--- src/rtl/sc_io_pkg.sv ---
// ---- sc_io_pkg : shared IO-space addresses, UART register layout and TX FSM encoding (rev 1.0) ----
`default_nettype none

package sc_io_pkg;

  localparam logic [31:0] IO_BASE     = 32'hFFFF_0000;
  localparam logic [31:0] LED_BASE    = 32'hFFFF_0000;
  localparam logic [31:0] SWITCH_BASE = 32'hFFFF_0004;
  localparam logic [31:0] UART_BASE   = 32'hFFFF_0010;

  // Byte offsets inside the UART window; the decoder only looks at [3:2].
  localparam logic [3:0] UART_DATA   = 4'h0;
  localparam logic [3:0] UART_STATUS = 4'h4;

  localparam int ST_FULL  = 0;
  localparam int ST_EMPTY = 1;
  localparam int ST_BUSY  = 2;
  localparam int ST_OVF   = 3;

  typedef enum logic [1:0] {
    TX_IDLE  = 2'd0,
    TX_START = 2'd1,
    TX_DATA  = 2'd2,
    TX_STOP  = 2'd3
  } tx_state_e;

  function automatic logic [31:0] uart_status(input logic full, input logic empty,
                                              input logic busy, input logic ovf);
    logic [31:0] s;
    s           = '0;
    s[ST_FULL]  = full;
    s[ST_EMPTY] = empty;
    s[ST_BUSY]  = busy;
    s[ST_OVF]   = ovf;
    return s;
  endfunction

endpackage

`default_nettype wire

--- src/rtl/sc_fifo.sv ---
// ---- sc_fifo : synchronous FIFO with fall-through read data (rev 1.0) ----
`default_nettype none

module sc_fifo #(
  parameter int WIDTH = 8,
  parameter int DEPTH = 4
) (
  input  logic             clock,
  input  logic             resetn,
  input  logic             push,
  input  logic             pop,
  input  logic [WIDTH-1:0] din,
  output logic [WIDTH-1:0] dout,
  output logic             full,
  output logic             empty
);

  localparam int AW = $clog2(DEPTH);

  logic [WIDTH-1:0] mem [DEPTH];
  logic [AW-1:0]    wr_ptr;
  logic [AW-1:0]    rd_ptr;
  logic [AW:0]      count;
  logic             do_push;
  logic             do_pop;

  // Full/empty come from the registered count, so a push is judged before any same-cycle pop.
  assign full    = (count == (AW+1)'(DEPTH));
  assign empty   = (count == '0);
  assign do_push = push & ~full;
  assign do_pop  = pop & ~empty;
  assign dout    = mem[rd_ptr];

  always_ff @(posedge clock or negedge resetn) begin
    if (!resetn) begin
      wr_ptr <= '0;
      rd_ptr <= '0;
      count  <= '0;
    end else begin
      if (do_push) wr_ptr <= wr_ptr + AW'(1);
      if (do_pop)  rd_ptr <= rd_ptr + AW'(1);
      case ({do_push, do_pop})
        2'b10:   count <= count + (AW+1)'(1);
        2'b01:   count <= count - (AW+1)'(1);
        default: count <= count;
      endcase
    end
  end

  always_ff @(posedge clock) begin
    if (do_push) mem[wr_ptr] <= din;
  end

endmodule

`default_nettype wire

--- src/rtl/sc_uart_tx.sv ---
// ---- sc_uart_tx : memory-mapped 8N1 UART transmitter with byte FIFO (rev 1.0) ----
`default_nettype none

module sc_uart_tx
  import sc_io_pkg::*;
#(
  parameter int CLK_HZ = 50000000,
  parameter int BAUD   = 115200,
  parameter int DEPTH  = 4
) (
  input  logic        clock,
  input  logic        resetn,
  input  logic        sel,
  input  logic        we,
  input  logic [3:0]  addr,
  input  logic [31:0] datain,
  output logic [31:0] dataout,
  output logic        txd
);

  localparam int             DIV     = (CLK_HZ + BAUD / 2) / BAUD;
  localparam int             CW      = (DIV > 1) ? $clog2(DIV) : 1;
  localparam logic [CW-1:0]  CNT_MAX = CW'(DIV - 1);

  logic       wr;
  logic [1:0] reg_sel;
  logic       data_wr;
  logic       status_wr;
  logic       overflow;
  logic       unused_bits;

  logic       pop;
  logic [7:0] fifo_dout;
  logic       full;
  logic       empty;

  tx_state_e     state, state_nxt;
  logic [CW-1:0] cnt, cnt_nxt;
  logic [2:0]    bit_idx, bit_nxt;
  logic [7:0]    shift, shift_nxt;
  logic          tick;

  assign reg_sel     = addr[3:2];
  assign wr          = sel & we;
  assign data_wr     = wr && (reg_sel == UART_DATA[3:2]);
  assign status_wr   = wr && (reg_sel == UART_STATUS[3:2]);
  assign unused_bits = ^{datain[31:8], addr[1:0]};

  sc_fifo #(
    .WIDTH (8),
    .DEPTH (DEPTH)
  ) u_fifo (
    .clock  (clock),
    .resetn (resetn),
    .push   (data_wr),
    .pop    (pop),
    .din    (datain[7:0]),
    .dout   (fifo_dout),
    .full   (full),
    .empty  (empty)
  );

  // A store to a full FIFO is dropped inside sc_fifo; only the sticky flag records it.
  always_ff @(posedge clock or negedge resetn) begin
    if (!resetn)               overflow <= 1'b0;
    else if (data_wr && full)  overflow <= 1'b1;
    else if (status_wr)        overflow <= 1'b0;
  end

  always_comb begin
    dataout = '0;
    if (reg_sel == UART_STATUS[3:2])
      dataout = uart_status(full, empty, state != TX_IDLE, overflow);
  end

  assign tick = (cnt == '0);

  always_ff @(posedge clock or negedge resetn) begin
    if (!resetn) begin
      state   <= TX_IDLE;
      cnt     <= CNT_MAX;
      bit_idx <= '0;
      shift   <= '0;
    end else begin
      state   <= state_nxt;
      cnt     <= cnt_nxt;
      bit_idx <= bit_nxt;
      shift   <= shift_nxt;
    end
  end

  always_comb begin
    state_nxt = state;
    cnt_nxt   = cnt;
    bit_nxt   = bit_idx;
    shift_nxt = shift;
    pop       = 1'b0;
    case (state)
      TX_IDLE: begin
        cnt_nxt = CNT_MAX;
        if (!empty) begin
          pop       = 1'b1;
          shift_nxt = fifo_dout;
          state_nxt = TX_START;
        end
      end
      TX_START: begin
        if (tick) begin
          cnt_nxt   = CNT_MAX;
          bit_nxt   = '0;
          state_nxt = TX_DATA;
        end else begin
          cnt_nxt = cnt - CW'(1);
        end
      end
      TX_DATA: begin
        if (tick) begin
          cnt_nxt   = CNT_MAX;
          shift_nxt = {1'b0, shift[7:1]};
          if (bit_idx == 3'd7) state_nxt = TX_STOP;
          else                 bit_nxt   = bit_idx + 3'd1;
        end else begin
          cnt_nxt = cnt - CW'(1);
        end
      end
      TX_STOP: begin
        if (tick) begin
          cnt_nxt = CNT_MAX;
          // Chain straight into the next start bit when more bytes are waiting.
          if (!empty) begin
            pop       = 1'b1;
            shift_nxt = fifo_dout;
            state_nxt = TX_START;
          end else begin
            state_nxt = TX_IDLE;
          end
        end else begin
          cnt_nxt = cnt - CW'(1);
        end
      end
      default: state_nxt = TX_IDLE;
    endcase
  end

  always_comb begin
    txd = 1'b1;
    case (state)
      TX_START: txd = 1'b0;
      TX_DATA:  txd = shift[0];
      default:  txd = 1'b1;
    endcase
  end

endmodule

`default_nettype wire

--- config.mk ---
export PLATFORM = sky130hd
export DESIGN_NAME = sc_uart_tx
export DESIGN_NICKNAME = d
export VERILOG_FILES = /design/src/rtl/sc_io_pkg.sv /design/src/rtl/sc_fifo.sv /design/src/rtl/sc_uart_tx.sv
export SDC_FILE = /design/constraint.sdc
export NUM_CORES = 1
export LEC_CHECK = 0
export ABC_AREA = 0
export CELL_PAD_IN_SITES_DETAIL_PLACEMENT = 2
export CELL_PAD_IN_SITES_GLOBAL_PLACEMENT = 2
export CORE_MARGIN = 2
export CORE_UTILIZATION = 40
export CTS_BUF_LIST = sky130_fd_sc_hd__clkbuf_8
export DETAILED_ROUTE_END_ITERATION = 8
export DONT_BUFFER_PORTS = 1
export PLACE_DENSITY = 0.86
export SETUP_SLACK_MARGIN = 0.3
export SYNTH_ARGS = -nofsm -noshare
export SYNTH_HDL_FRONTEND = slang
export SYNTH_SLANG_ARGS = --single-unit
--- constraint.sdc ---
create_clock -name clock -period 3.2 [get_ports clock]
set_input_delay 0 -clock clock [delete_from_list [all_inputs] [get_ports clock]]
set_output_delay 0 -clock clock [all_outputs]
set_load 0.05 [all_outputs]
==> out/metrics.cfg, run 1 <==
[drt]
routed_via_density = 4.89
postRouteAntennaNets = 0
drt_iter0_drc = 31
dr_total_vias = 1752
drtPass1Iterations = 4
drc = 0
routed_wl_um = 6130
wire_per_inst_um = 17.1

[power_and_ir_drop]
power_leakage_nw = 1.36
combPwrFrac = 0.392
seqPwrFrac = 0.401
p_sw_frac = 0.386
intPower_mw = 1.87
powerDensity_nw_per_um2 = 874
p_total_mw = 3.05
pwr-share-clk = 0.206
p_switching_mw = 1.18
max-vdd-ir-drop_uv = 386

[cts]
cts_tree = built
cts.sinks = 62
cts_resized = 0
clock_path_buffers = 2
clockRootBuffer = clkbuf_8
numCtsBuffers = 9
cts_setup_buffers = 0
clk_latency_ns = 0.35
cts.clk_slew.worst_paths_ns = 0.08
cts_max_level = 3
hold_buffers = 14

[worst_setup_path]
start_kind = flop
required_ns = 3.47
crit_path_max_fanout = 5
path_class = flop to flop
worstPathArrival_ns = 2.90
critPathCaptureType = flop
r2r_setup_slack_ns = 0.57

[sta]
min_period_over_period = 0.821
drv_slew = 0
hold_viol_final = 0
rsz0062_at_grt = false
maxSlewHeadroom = 0.294
fin_crit_ns = 2.63
max_freq_mhz = 380
worst_slack_ns = 0.571
finalSetupTns_ns = 0
setup-violations-final = 0
worst_pin_slew_ns = 1.05
fin_worst_skew_ns = 0.0117

[synth]
async_flop_share = 0.484
synth_edf_count = 32
yosys_register_bits = 62
synth_flop_cell = edfxtp_1
synthesis.instances = 231
avgSynthCellArea_um2 = 13.7
synth_warnings = 0
synth_area_um2 = 3160
ys_types = 42
seq_area_frac_synth = 0.543

[finish]
final_nets = 306
regArea_um2 = 1720
drive_gt1_frac = 0.203
syn2layout_area_growth_pct = 10.3
utilization = 0.454
fill_cells = 762
num_antenna_cells = 0
multi_input_area_um2 = 1260

[global_route]
grt_pass1_vias = 1881
antenna_found_initial = 0
grt_max_degree = 31
grt_pass1_wl_um = 10000
grt_overflow = 0
track_usage = 0.158

[die]
start_util = 0.411
ios = 73
dieArea_um2 = 8630
row_count = 32
die_y_um = 92.9
coreArea_um2 = 7690
die_width_um = 92.9

[place]
io_buffers = 0
place_hpwl_um = 4430
place_congestion = 0.744
place_ws_ns = 0.576

[flow_run]
cap_violations = 0

[min_path]
hold_class = primary input to asynchronous set/reset pin

[run_status]
status = completed

sequential cells by signal, indices dropped and copies added, names as in the netlist:
| name | cells |
|---|---|
| overflow | 1 |
| u_fifo.rd_ptr | 2 |
| cnt | 9 |
| state | 2 |
| u_fifo.mem | 32 |
| u_fifo.wr_ptr | 2 |
| u_fifo.count | 3 |
| bit_idx | 3 |
| shift | 8 |
worst max-delay path, stage by stage (launching register included):
cell and delay (ns):
dfrtp_1 0.41, inv_1 0.09, ha_1 0.15, nor4b_4 0.32, a31oi_1 0.23, nor3_2 0.28
ha_1 0.23, inv_1 0.06, fa_1 0.37, xor2_1 0.15, nor2_1 0.11, xor2_1 0.15
synth_stat cells (all sizes together), types with 3 or more instances:
| cell | count | share of area |
|---|---|---|
| mux2 | 17 | 0.061 |
| xnor2 | 5 | 0.014 |
| o21ai | 7 | 0.011 |
| nor4 | 3 | 0.015 |
| nand3 | 3 | 0.0047 |
| buf | 30 | 0.072 |
| edfxtp | 32 | 0.30 |
| xor2 | 6 | 0.017 |
| a21oi | 5 | 0.0079 |
| dfrtp | 25 | 0.20 |
| inv | 14 | 0.017 |
| ha | 14 | 0.055 |
| dfstp | 5 | 0.042 |
| a22o | 4 | 0.011 |
| nor2 | 12 | 0.014 |
| nor3 | 3 | 0.0063 |
| mux4 | 8 | 0.063 |
| nand2 | 12 | 0.014 |
| and2 | 5 | 0.011 |
final timing paths:
| check | start | endpoint | cells past startpoint |
|---|---|---|---|
| setup / recovery | cnt[1] | u_fifo.count[2] | 11 |
| hold / removal | resetn | bit_idx[0] | 2 |
| setup reg to reg | cnt[1] | u_fifo.count[2] | 11 |
| hold reg to reg | cnt[0] | cnt[0] | 1 |
| max in group asynchronous | resetn | cnt[4] | 2 |
| min in group clock | we | u_fifo.wr_ptr[1] | 3 |
power groups by stage:
stage,sequential (mW),clock [mW],combinational [mW]
after detailed placement,1.25,0,1.17
after floorplan,1.15,0,1.05
after global placement,1.22,0,1.10
after global routing,1.26,0.684,1.32
final,1.22,0.629,1.20
after CTS,1.23,0.649,1.22
cells in the final DEF (no fill, tap or decap), drive strengths merged, types with 4 or more instances in the layout:
| cell type | Yosys | layout |
|---|---|---|
| edfxtp | 32 | 32 |
| conb | 1 | 28 |
| dfrtp | 25 | 25 |
| mux2 | 17 | 17 |
| inv | 14 | 17 |
| ha | 14 | 14 |
| dlygate4sd3 | 0 | 13 |
| nor2 | 12 | 12 |
| nand2 | 12 | 12 |
| clkbuf | 2 | 9 |
| mux4 | 8 | 8 |
| o21ai | 7 | 7 |
| xor2 | 6 | 6 |
| xnor2 | 5 | 5 |
| a21oi | 5 | 5 |
| dfstp | 5 | 5 |
| and2 | 5 | 5 |
| a22o | 4 | 4 |
| clkinvlp | 0 | 4 |
kinds of logic after synthesis:
family | after synthesis | share of synthesized area
AO/OA/AOI/OAI | 22 | 0.0510
XOR/XNOR | 11 | 0.0305
adder cells (fa/ha/maj) | 15 | 0.0617
buffers and inverters | 46 | 0.0906
flip-flops | 62 | 0.543
multiplexers | 25 | 0.123
other | 1 | 0.00119
AND/OR/NAND/NOR | 49 | 0.0981
final cells by class:
class,instances,share of cell area
Tap cell,102,0.0366
Clock buffer,9,0.0355
Multi-Input combinational cell,150,0.361
Inverter,14,0.0151
Sequential cell,62,0.493
Timing Repair Buffer,14,0.0431
Clock inverter,7,0.0161
per-layer routing:
layer	track usage	vias to the layer above	wire (µm)
li1	-	806	-
met2	0.276	32	3310
met4	0.0625	0	114
met3	0.0488	8	219
met1	0.180	906	2490
met5	0	-	0
per-stage QoR:
step           instances  hold slack [ns]  area (µm²)
3_3_place_gp         328           -0.294        3160
5_1_grt              358           0.0834        3490
4_1_cts              358           0.0571        3490
3_5_place_dp         328           -0.295        3160
6_report             358           0.0855        3490
2_1_floorplan        258           -0.296        3260
Note: power is estimated with default switching activity, not from simulation.
==> run 2: changes to the inputs <==
==> constraint.sdc (replaced) <==
create_clock -name clock -period 2.5 [get_ports clock]
set_input_delay 0 -clock clock [delete_from_list [all_inputs] [get_ports clock]]
set_output_delay 0 -clock clock [all_outputs]
set_load 0.05 [all_outputs]
==> run 2 against run 1 <==
  * The run now ends with negative setup slack left
  * Cell count up 5.0%
  * First-iteration DRC count decreased by 6.5%
  * Cell area is 6.0% higher
  * Clock power rose by 65%
  * Highest routed layer unchanged
  * Worst setup slack got worse by 0.59 ns
  * Sequential power grew 30%
  * Flip-flop and latch count is the same
  * Die area unchanged
  * Global-route usage is 2.9 points higher
  * Via count is 6.3% higher
==> out/metrics.cfg, run 2 (same netlist as run 1, synthesis figures left out) <==
[worst_setup_path]
worstPathArrival_ns = 2.78  ; -0.12 ns
crit_path_max_fanout = 2  ; -3
required_ns = 2.76  ; -0.71 ns
critPathCaptureType = flop
crit_slowest_cell = dfrtp_1
ff2ff_path_depth = 11  ; unchanged
rr_endpoint = u_fifo.count[2]
crit_family = simple AND/OR/NAND/NOR gates
path_class = flop to flop
start_kind = flop
crit_buf_inv = 2  ; unchanged
r2r-start = cnt[1]
crit_chain = inv_2 > ha_4 > nor4b_4 > a31oi_2 > nor3_2 > ha_2 > inv_2 > fa_2 > xor2_1 > nor2_1 > xor2_1
r2r_setup_slack_ns = -0.01  ; -0.59 ns
cpPeakStageDelay_ns = 0.40  ; about the same

[drt]
wire_per_inst_um = 19.6  ; +15%
drc = 0  ; unchanged
postRouteAntennaNets = 0  ; unchanged
dr_total_vias = 1863  ; +6.3%
drt_iter0_drc = 29  ; -6.5%
routed_wl_um = 7380  ; +20%
routed_via_density = 4.95  ; +1.2%
drtPass1Iterations = 4  ; unchanged

[cts]
numCtsBuffers = 9  ; unchanged
cts_tree = built
clk_latency_ns = 0.35  ; about the same
cts.clk_slew.worst_paths_ns = 0.08  ; about the same
cts_max_level = 3  ; unchanged
cts.sinks = 62  ; unchanged
clockRootBuffer = clkbuf_8
clock_path_buffers = 2  ; unchanged

[min_path]
hold_end = u_fifo.wr_ptr[0]
hold_class = primary input to flop
hold_depth = 4
hold_start = we

[global_route]
grt_pass1_wl_um = 11800  ; +18%
antenna_found_initial = 0  ; unchanged
track_usage = 0.187  ; +0.0287
grt_overflow = 0  ; unchanged
grt_pass1_vias = 2131  ; +13%
grt_max_degree = 31  ; unchanged

[finish]
multi_input_area_um2 = 1290  ; +2.2%
syn2layout_area_growth_pct = 16.9
reg_top3 = u_fifo.mem x32, cnt x9, shift x8
num_antenna_cells = 0  ; unchanged
drive_gt1_frac = 0.288  ; +0.0852
largest_reg_flops = 32  ; unchanged
final_common_cell = edfxtp_1
final_cell_area_um2 = 3690  ; +6.0%
stdcell_count = 376  ; +5.0%
largest_register = u_fifo.mem
fill_cells = 764  ; +0.26%
layout_common_cells = 32 x edfxtp_1, 28 x conb_1, 25 x dfrtp_1, 19 x buf_4, 17 x mux2_2
regArea_um2 = 1720  ; unchanged
final_nets = 324  ; +5.9%

[sta]
fin_worst_skew_ns = 0.0139  ; +0.00220 ns
setup-violations-final = 1  ; +1
finalSetupTns_ns = -0.0145  ; -0.0145 ns
max_freq_mhz = 398  ; +4.5%
hold_viol_final = 0  ; unchanged
worst_slack_ns = -0.0145  ; -0.586 ns
maxSlewHeadroom = 0.396  ; +0.102
drv_slew = 0  ; unchanged
min_period_over_period = 1.01  ; +0.184
rsz0062_at_grt = true
fin_crit_ns = 2.51  ; -0.114 ns
worst_pin_slew_ns = 0.902  ; -0.149 ns

[die]
coreArea_um2 = 7690  ; unchanged
row_count = 32  ; unchanged
dieArea_um2 = 8630  ; unchanged
die_width_um = 92.9  ; unchanged
start_util = 0.411  ; unchanged
die_y_um = 92.9  ; unchanged
ios = 73  ; unchanged

[place]
io_buffers = 0  ; unchanged
place_ws_ns = -0.0370  ; -0.613 ns
place_congestion = 0.694  ; -6.7%
place_hpwl_um = 4670  ; +5.4%
dp_cells = 339  ; +3.4%
dpl_cell_area_um2 = 3240  ; +2.6%

[power_and_ir_drop]
power_leakage_nw = 1.49  ; +9.1%
p_total_mw = 4.44  ; +46%
max-vdd-ir-drop_uv = 500  ; +29%
powerDensity_nw_per_um2 = 1200  ; +38%

[run_status]
status = complete, but fails checks
violations = negative setup slack

[flow_run]
cap_violations = 0  ; unchanged

run 2: worst max path at each step:
stage | from | end | depth (start not counted)
detailed placement | cnt[1] | u_fifo.count[2] | 11
global placement | cnt[1] | u_fifo.count[2] | 11
floorplan | cnt[1] | u_fifo.count[2] | 11
finish | cnt[1] | u_fifo.count[2] | 11
global route | cnt[1] | u_fifo.count[2] | 11
CTS | cnt[1] | u_fifo.count[2] | 11
run 2: report_power, final:
part / total, mW / internal (mW) / leakage (nW) / switching (mW)
clock: 1.04 / 0.575 / 0.115 / 0.460
sequential: 1.58 / 1.32 / 0.649 / 0.266
combinational: 1.83 / 0.881 / 0.723 / 0.945
total: 4.44 / 2.77 / 1.49 / 1.67
run 2: worst register-to-register path, delay by kind of cell, from the launching register on:
family	cells	cell delay, ns
AND/OR/NAND/NOR	3	0.70
adder cells (fa/ha/maj)	3	0.70
flip-flops	1	0.40
XOR/XNOR	2	0.35
AO/OA/AOI/OAI	1	0.16
buffers and inverters	2	0.13
run 2: cell type report:
cell class	instances	share of cell area
clock inverters	7	0.0281
flip-flops and latches	62	0.465
multi-input cells	150	0.348
well taps	102	0.0345
inverters	14	0.0142
repair buffers	32	0.0765
clock buffers	9	0.0335
run 2: through the flow:
step / utilization / hold slack (ns)
after floorplan: - / -0.296
after global placement: 0.421 / -0.294
after detailed placement: 0.421 / -0.294
after CTS: 0.477 / 0.0883
after global routing: 0.481 / 0.119
final: 0.481 / 0.108
run 2: metal layers:
metal,vias up,routed length (µm),GRT usage
met2,39,4200,0.345
met5,-,0,0
met3,9,220,0.0382
met1,968,2860,0.205
met4,0,96,0.0809
li1,847,-,-
run 2: repair_timing:
item | 4_1_cts | 5_1_grt
buffers inserted | 5 | 3
hold endpoints to repair | 64 | 0
hold buffers | 13 | 0
pin swaps | 5 | 4
endpoints found under the setup margin | 2 | 3
resized for setup | 9 | 1
==> run 3: changes to the inputs <==
--- a/config.mk
+++ b/config.mk
@@ -9,11 +9,11 @@
 export CELL_PAD_IN_SITES_DETAIL_PLACEMENT = 2
 export CELL_PAD_IN_SITES_GLOBAL_PLACEMENT = 2
 export CORE_MARGIN = 2
-export CORE_UTILIZATION = 40
+export CORE_UTILIZATION = 44
 export CTS_BUF_LIST = sky130_fd_sc_hd__clkbuf_8
 export DETAILED_ROUTE_END_ITERATION = 8
 export DONT_BUFFER_PORTS = 1
-export PLACE_DENSITY = 0.86
+export PLACE_DENSITY = 0.92
 export SETUP_SLACK_MARGIN = 0.3
 export SYNTH_ARGS = -nofsm -noshare
 export SYNTH_HDL_FRONTEND = slang
==> run 3 against run 2 <==
  * Core utilization rose by 5.1 points
  * Global-route usage increased by 5.4 points
  * Worst hold slack lost 0.022 ns
  * Clock power is 20% lower
  * First-iteration DRC count grew to 3.0 times the previous value
  * Combinational power rose by 8%
  * Worst setup slack better by 0.024 ns
  * Clock-buffer cell count is the same
  * The flow now finishes without violations
  * Clock skew decreased by 0.00051 ns
  * Register-to-register slack better by 0.02 ns
  * Highest routed layer unchanged
==> out/metrics.cfg, run 3 (same netlist as run 1, synthesis figures left out) <==
[run_status]
status = completed

[die]
row_count = 30  ; -6.3%
ios = 73  ; unchanged
coreArea_um2 = 6870  ; -11%
dieArea_um2 = 7880  ; -8.7%
die_width_um = 88.8  ; -4.5%
die_y_um = 88.8  ; -4.5%
start_util = 0.460  ; +0.0490

[sta]
worst_pin_slew_ns = 0.931  ; +0.0286 ns
setup-violations-final = 0  ; -1
fin_crit_ns = 2.49  ; -0.0242 ns
fin_worst_skew_ns = 0.0134  ; -0.000508 ns
drv_slew = 0  ; unchanged
finalHoldWorstSlack_ns = 0.0861  ; -0.0219 ns
maxSlewHeadroom = 0.377  ; -0.0192
rsz0062_at_grt = true
min_period_over_period = 0.996  ; -0.00969
max_freq_mhz = 402  ; +0.97%
hold_viol_final = 0  ; unchanged

[worst_setup_path]
crit_buf_inv = 2  ; unchanged
critPathCaptureType = flop
rr_endpoint = u_fifo.count[2]
crit_family = adder cells
path_class = flop to flop
cpPeakStageDelay_ns = 0.40  ; about the same
worstPathArrival_ns = 2.77  ; about the same
worstSetupPathDepth = 11  ; unchanged
crit_chain = inv_2 > ha_4 > nor4b_4 > a31oi_2 > nor3_2 > ha_2 > inv_2 > fa_2 > xor2_1 > nor2_1 > xor2_1
crit_path_max_fanout = 2  ; unchanged
r2r-start = cnt[1]
required_ns = 2.78  ; +0.02 ns
start_kind = flop
ff2ff_path_depth = 11  ; unchanged
crit_slowest_cell = dfrtp_1
r2r_setup_slack_ns = 0.01  ; +0.02 ns

[finish]
reg_top3 = u_fifo.mem x32, cnt x9, shift x8
fill_cells = 641  ; -16%
layout_common_cells = 32 x edfxtp_1, 28 x conb_1, 25 x dfrtp_1, 20 x buf_4, 15 x mux2_2
largest_register = u_fifo.mem
largest_reg_flops = 32  ; unchanged
syn2layout_area_growth_pct = 15.5
utilization = 0.532  ; +0.0511
stdcell_count = 371  ; -1.3%
num_antenna_cells = 0  ; unchanged
final_nets = 325  ; +0.31%
drive_gt1_frac = 0.287  ; -0.00105
final_common_cell = edfxtp_1

[drt]
wl_met2_um = 5030  ; +20%
drtPass1Iterations = 5  ; +1
routed_wl_um = 9060  ; +23%
routed.top_layer = met4
drt_iter0_drc = 87  ; +200%
wire_per_inst_um = 24.4  ; +24%
postRouteAntennaNets = 0  ; unchanged
dr_total_vias = 1919  ; +3.0%
dr_wl_met3_um = 258  ; +17%
drc = 0  ; unchanged
m1WireLength_um = 3500  ; +22%
routed_via_density = 5.17  ; +4.4%

[global_route]
grt_pass1_wl_um = 13100  ; +11%
track_usage = 0.241  ; +0.0544
grt_overflow = 0  ; unchanged
antenna_found_initial = 0  ; unchanged
grt_max_degree = 31  ; unchanged
grt_pass1_vias = 2165  ; +1.6%

[cts]
numCtsBuffers = 9  ; unchanged
cts_tree = built
clock_path_buffers = 2  ; unchanged
cts.clk_slew.worst_paths_ns = 0.08  ; about the same
cts.sinks = 62  ; unchanged
clockRootBuffer = clkbuf_8
clk_latency_ns = 0.36  ; about the same
cts_max_level = 3  ; unchanged

[power_and_ir_drop]
max-vdd-ir-drop_uv = 712  ; +42%
p_sw_frac = 0.410  ; +0.0336
pwr-share-clk = 0.189  ; -0.044
intPower_mw = 2.60  ; -6.1%
p_switching_mw = 1.81  ; +8.1%
seqPwrFrac = 0.361  ; +0.005
combPwrFrac = 0.450  ; +0.039
power_leakage_nw = 1.48  ; -0.44%
powerDensity_nw_per_um2 = 1210  ; +0.36%

[place]
dp_cells = 333  ; -1.8%
place_congestion = 0.794  ; +14%
io_buffers = 0  ; unchanged
place_hpwl_um = 5230  ; +12%

[min_path]
hold_class = primary input to asynchronous set/reset pin

[flow_run]
cap_violations = 0  ; unchanged

==> run 3: worst reg2reg max path: stages, from the launching register on <==
cell,delay [ns]
dfrtp_1,0.40
inv_2,0.09
ha_4,0.12
nor4b_4,0.25
a31oi_2,0.17
nor3_2,0.26
ha_2,0.24
inv_2,0.05
fa_2,0.35
xor2_1,0.15
nor2_1,0.17
xor2_1,0.17
==> run 3: stage by stage <==
| step | setup slack (ns) | instance area [µm²] | power, mW | setup TNS (ns) |
|---|---|---|---|---|
| after floorplan | 0.210 | 3260 | 2.82 | 0 |
| after global placement | 0.161 | 3230 | 3.05 | 0 |
| after detailed placement | 0.0633 | 3230 | 3.25 | 0 |
| after CTS | 0.0990 | 3610 | 4.26 | 0 |
| after global routing | -0.103 | 3650 | 4.62 | -0.127 |
| final | 0.00972 | 3650 | 4.41 | 0 |
==> run 3: cell type report <==
cell class              instances  area, µm²  area share
flip-flops and latches         62       1720       0.470
multi-input cells             150       1290       0.353
repair buffers                 33        290      0.0795
clock buffers                   9        124      0.0339
well taps                      96        120      0.0329
clock inverters                 7       57.6      0.0158
inverters                      14       52.6      0.0144
==> run 3: how the worst max path moves through the flow <==
stage            from              end  slack [ns]
2_1_floorplan  cnt[1]  u_fifo.count[2]        0.21
3_3_place_gp   cnt[1]  u_fifo.count[2]        0.16
3_5_place_dp   cnt[1]  u_fifo.count[2]        0.06
4_1_cts        cnt[1]  u_fifo.count[2]         0.1
5_1_grt        cnt[1]  u_fifo.count[2]       -0.10
6_report       cnt[1]  u_fifo.count[2]        0.01
==> run 3: repair_timing <==
item	CTS	global route
endpoints found under the hold margin	64	0
resized for setup	9	2
buffers inserted	5	4
hold buffers	13	0
setup endpoints to repair	2	2
pin swaps	5	7
==> run 3: power groups by stage <==
stage          Combinational, mW  Sequential, mW  Clock [mW]
2_1_floorplan               1.35            1.47           0
3_3_place_gp                1.48            1.57           0
3_5_place_dp                1.65            1.60           0
4_1_cts                     1.84            1.57       0.843
5_1_grt                     2.11            1.62       0.887
6_report                    1.98            1.59       0.834
==> run 3: metal layers <==
| layer | vias up | track usage |
|---|---|---|
| li1 | 853 | - |
| met1 | 991 | 0.276 |
| met2 | 57 | 0.434 |
| met3 | 18 | 0.0550 |
| met4 | 0 | 0.0950 |
| met5 | - | 0 |
